[src/rtl/rr_ram_arbiter.sv]
// Round-robin arbiter sharing one single-port synchronous RAM among three cores.
// Optional per-core grant counters enabled by defining ARB_STATS_EN.
module rr_ram_arbiter #(
    parameter int AW = 8,
    parameter int DW = 8
) (
    input  logic            CLK,
    input  logic            rst_n,
    input  logic [2:0]      rden,
    input  logic [2:0]      wren,
    input  logic [3*AW-1:0] Address,
    input  logic [3*DW-1:0] Din,
    input  logic [DW-1:0]   RAMq,
    output logic [2:0]      acq,
    output logic [3*DW-1:0] Dq,
    output logic [AW-1:0]   RAMAddress,
    output logic [DW-1:0]   RAMDin,
`ifdef ARB_STATS_EN
    output logic [47:0]     grant_count,
`endif
    output logic            RAMwren
);

    typedef enum logic [1:0] {
        IDLE,
        ISSUE,
        WAIT,
        ACK
    } state_t;

    state_t     state;
    logic [1:0] last;
    logic [1:0] win;
    logic       is_wr;
    logic [2:0] req;
    logic [1:0] pick;

    assign req = rden | wren;

    // search starts one past the previous winner and wraps
    always_comb begin
        pick = 2'd0;
        case (last)
            2'd0: begin
                if (req[1])      pick = 2'd1;
                else if (req[2]) pick = 2'd2;
                else             pick = 2'd0;
            end
            2'd1: begin
                if (req[2])      pick = 2'd2;
                else if (req[0]) pick = 2'd0;
                else             pick = 2'd1;
            end
            default: begin
                if (req[0])      pick = 2'd0;
                else if (req[1]) pick = 2'd1;
                else             pick = 2'd2;
            end
        endcase
    end

    always_ff @(posedge CLK or negedge rst_n) begin
        if (!rst_n) begin
            state      <= IDLE;
            last       <= 2'd2;
            win        <= 2'd0;
            is_wr      <= 1'b0;
            acq        <= '0;
            Dq         <= '0;
            RAMAddress <= '0;
            RAMDin     <= '0;
            RAMwren    <= 1'b0;
`ifdef ARB_STATS_EN
            grant_count <= '0;
`endif
        end else begin
            case (state)
                IDLE: begin
                    if (|req) begin
                        win        <= pick;
                        last       <= pick;
                        is_wr      <= wren[pick];
                        RAMAddress <= Address[pick*AW +: AW];
                        RAMDin     <= Din[pick*DW +: DW];
                        RAMwren    <= wren[pick];
                        state      <= ISSUE;
                    end
                end
                ISSUE: begin
                    RAMwren <= 1'b0;
                    state   <= WAIT;
                end
                WAIT: begin
                    if (!is_wr) begin
                        Dq[win*DW +: DW] <= RAMq;
                    end
                    acq   <= 3'b001 << win;
                    state <= ACK;
`ifdef ARB_STATS_EN
                    grant_count[win*16 +: 16] <=
                        grant_count[win*16 +: 16] + 16'd1;
`endif
                end
                ACK: begin
                    acq   <= '0;
                    state <= IDLE;
                end
                default: state <= IDLE;
            endcase
        end
    end

endmodule

[config.mk]
export PLATFORM = sky130hd
export DESIGN_NAME = rr_ram_arbiter
export DESIGN_NICKNAME = d
export VERILOG_FILES = /design/src/rtl/rr_ram_arbiter.sv
export SDC_FILE = /design/constraint.sdc
export NUM_CORES = 1
export LEC_CHECK = 0
export CORE_MARGIN = 1
export CORE_UTILIZATION = 42
export CTS_CLUSTER_SIZE = 10
export DETAILED_ROUTE_END_ITERATION = 10
export GPL_ROUTABILITY_DRIVEN = 0
export PLACE_DENSITY = 0.77
export SLEW_MARGIN = 10
export SYNTH_ARGS = -nofsm -noshare
export SYNTH_HDL_FRONTEND = slang
export SYNTH_SLANG_ARGS = --single-unit
[constraint.sdc]
create_clock -name CLK -period 2.4 [get_ports CLK]
set_clock_uncertainty 0.2 [all_clocks]
set_input_delay 0.6 -clock CLK [delete_from_list [all_inputs] [get_ports CLK]]
set_output_delay 0.6 -clock CLK [all_outputs]
set_load 0.05 [all_outputs]
==> results.cfg <==
[outcome]
status = finished, final reports clean

[route]
first_iter_violations = 91
drt_first_pass_iters = 4
viasPerCell = 5.291
m1WireLength_mm = 2.759
dr.max_layer_used = met4
met2_wirelength_mm = 3.464
drc = 0
vias = 2233
antenna_left = 0
post_drt_wl_per_cell_microns = 15.99
wl_met3_microns = 434
wl_mm = 6.746

[cells_and_area]
fin_nets = 424
drive_gt1_frac = 0.1657
final_cell_mix = clkdlybuf4s50_1, dfrtp_1, a22o_1, buf_4, nor2_1
fillers = 448
final_core_util = 0.7134
layout_commonest_cell = clkdlybuf4s50_1
diodes = 0
syn_to_final_growth_pct = 62.47
stdcell_area_sq_mm = 0.003976
final_cells = 422

[worst_setup_path]
start_kind = primary input
cp.required_ns = 2.39
crit_arrival_ns = 2.35
worstPathMaxFanout = 6
rrSetupSlack_ns = 0.29
slowest_stage = or4_4
crit_type = in2reg
crit_path_start = rden[2]
crit_buf_inv = 2
end_kind = register
crit_chain = clkdlybuf4s50_1 > or4_4 > or2_4 > and2_4 > nand2b_4 > clkbuf_16 > o22ai_1
cpPeakStageDelay_ns = 0.49
crit_family = simple AND/OR/NAND/NOR gates
rr_startpoint = state[0]$_DFFE_PN0P_

[synth]
synth_cell_types = 39
synth.net_count = 290
ys_warn_count = 0
synth_ff_type = dfrtp_1
syn-cell-area_sq_mm = 0.002447
synth-seq-area-share = 0.5118
async_flop_share = 1.000
synth_cells = 215
synth_seq_cells = 50
synth_edf_count = 0
synth_area_per_cell_sq_um = 11.38

[floorplanning]
initial_core_util = 0.4391
die_y_microns = 78.34
die_area_sq_mm = 0.006136
die_x_microns = 78.34
core-area_sq_mm = 0.005574
num_rows = 27
num_io_pins = 108

[clocking]
cts_sinks = 50
cts_hold_buf = 0
cts_tree = yes
cts.reportedPaths.clkPinSlew_ns = 0.09
htreeDepth = 2
insertion_delay_ns = 0.30
cts_inserted_buffers = 5
root_buffer = clkbuf_8
cts_buffer_depth = 2

[sta]
setup_viol = 0
fin_crit_sh = 0.9856
hold_violations = 0
slew_headroom = 0.6516
tightest_slew_ns = 0.5209
post-route-min-period_ns = 2.365
slew_violations = 0
setup_ws_ns = 0.03460
fmax_ghz = 0.4228
hold_slack_ns = 0.02966
rsz0062_at_grt = false

[flow_run]
cap_violations = 0

[power]
vdd_drop_max_uv = 879.3
leakagePower_nw = 1.751
p_per_area_mw_per_mm2 = 1423

[global_routing]
gr-total-overflow = 0
antenna_found_initial = 0
grt_pass1_wl_mm = 10.52
track_usage = 0.2207
grt_pass1_vias = 2229
grt_max_degree = 33

[place]
hpwl_mm = 4.933
dp.cells = 409
placed_cell_area_sq_mm = 0.003751
port_buffers = 107
pre_cts_slack_ns = -0.3314

[hold_path]
min_path_type = in2async
## metal layers
layer,up-vias,GRT usage
met4,0,0.06296
met2,96,0.3877
met1,1071,0.2663
li1,1058,-
met5,-,0
met3,8,0.05581
## synthesized netlist by cell type, types with 2 or more instances
| cell type | n | share of area |
|---|---|---|
| nand2_1 | 8 | 0.012 |
| nor4_2 | 2 | 0.010 |
| dfrtp_1 | 49 | 0.50 |
| o21ai_0 | 8 | 0.016 |
| a22o_1 | 24 | 0.086 |
| buf_6 | 5 | 0.023 |
| mux2i_1 | 18 | 0.074 |
| ha_1 | 11 | 0.056 |
| o22ai_1 | 15 | 0.038 |
| buf_2 | 2 | 0.0041 |
| a21oi_1 | 16 | 0.033 |
| clkbuf_1 | 3 | 0.0046 |
| inv_1 | 5 | 0.0077 |
| o21a_1 | 2 | 0.0061 |
| nor2_1 | 23 | 0.035 |
## what timing repair did
item,4_1_cts,5_1_grt
resized for setup,0,10
endpoints found under the setup margin,0,15
buffers inserted,0,3
## state kept, by name, summed over array words and instances, names as in the netlist, 2 cells and up
signal	count
Dq	24
RAMAddress	8
RAMDin	8
acq	3
last	2
state	2
## cell type report
class,instances,area [sq um],share of cell area
clock buffers,6,82.58,0.02077
clock inverters,2,38.79,0.009755
inverters,5,18.77,0.004720
multi-input cells,150,1114,0.2801
flip-flops and latches,50,1252,0.3150
well taps,72,90.09,0.02266
repair buffers,137,1380,0.3471
## report_power, final
group	total, W	switching [W]	leakage (nW)	internal [W]
Combinational	0.00353	0.00207	1.06	0.00145
Sequential	0.00150	0.000277	0.631	0.00122
Clock	0.000630	0.000287	0.0618	0.000343
Total	0.00566	0.00264	1.75	0.00302
## cells by family (layout without fill, tap and decap cells)
kind of cell               Yosys count  after routing  synth area share
AOI/OAI and AO/OA                   74             74            0.2147
DFF                                 50             50            0.5118
and+or+nand+nor                     46             46           0.09970
muxes                               19             19           0.07822
buffers and inverters               15            150           0.03937
adders and majority gates           11             11           0.05624
## worst paths after layout
| kind | endpoint | cells after the start |
|---|---|---|
| worst max-delay path | RAMDin[3]$_DFFE_PN0P_ | 7 |
| worst min-delay path | state[1]$_DFFE_PN0P_ | 1 |
| worst max register to register | Dq[23]$_DFFE_PN0P_ | 7 |
| worst min register to register | Dq[22]$_DFFE_PN0P_ | 1 |
| max in group asynchronous | Dq[3]$_DFFE_PN0P_ | 2 |
| min in group CLK | Dq[22]$_DFFE_PN0P_ | 1 |
## stage by stage
step	total power [W]	TNS (ns)
after floorplan	0.003691	0
after global placement	0.004775	-5.066
after detailed placement	0.004857	-5.668
after CTS	0.005498	0
after global routing	0.005944	0
final	0.005656	0
Power figures use the tool's default switching activity.
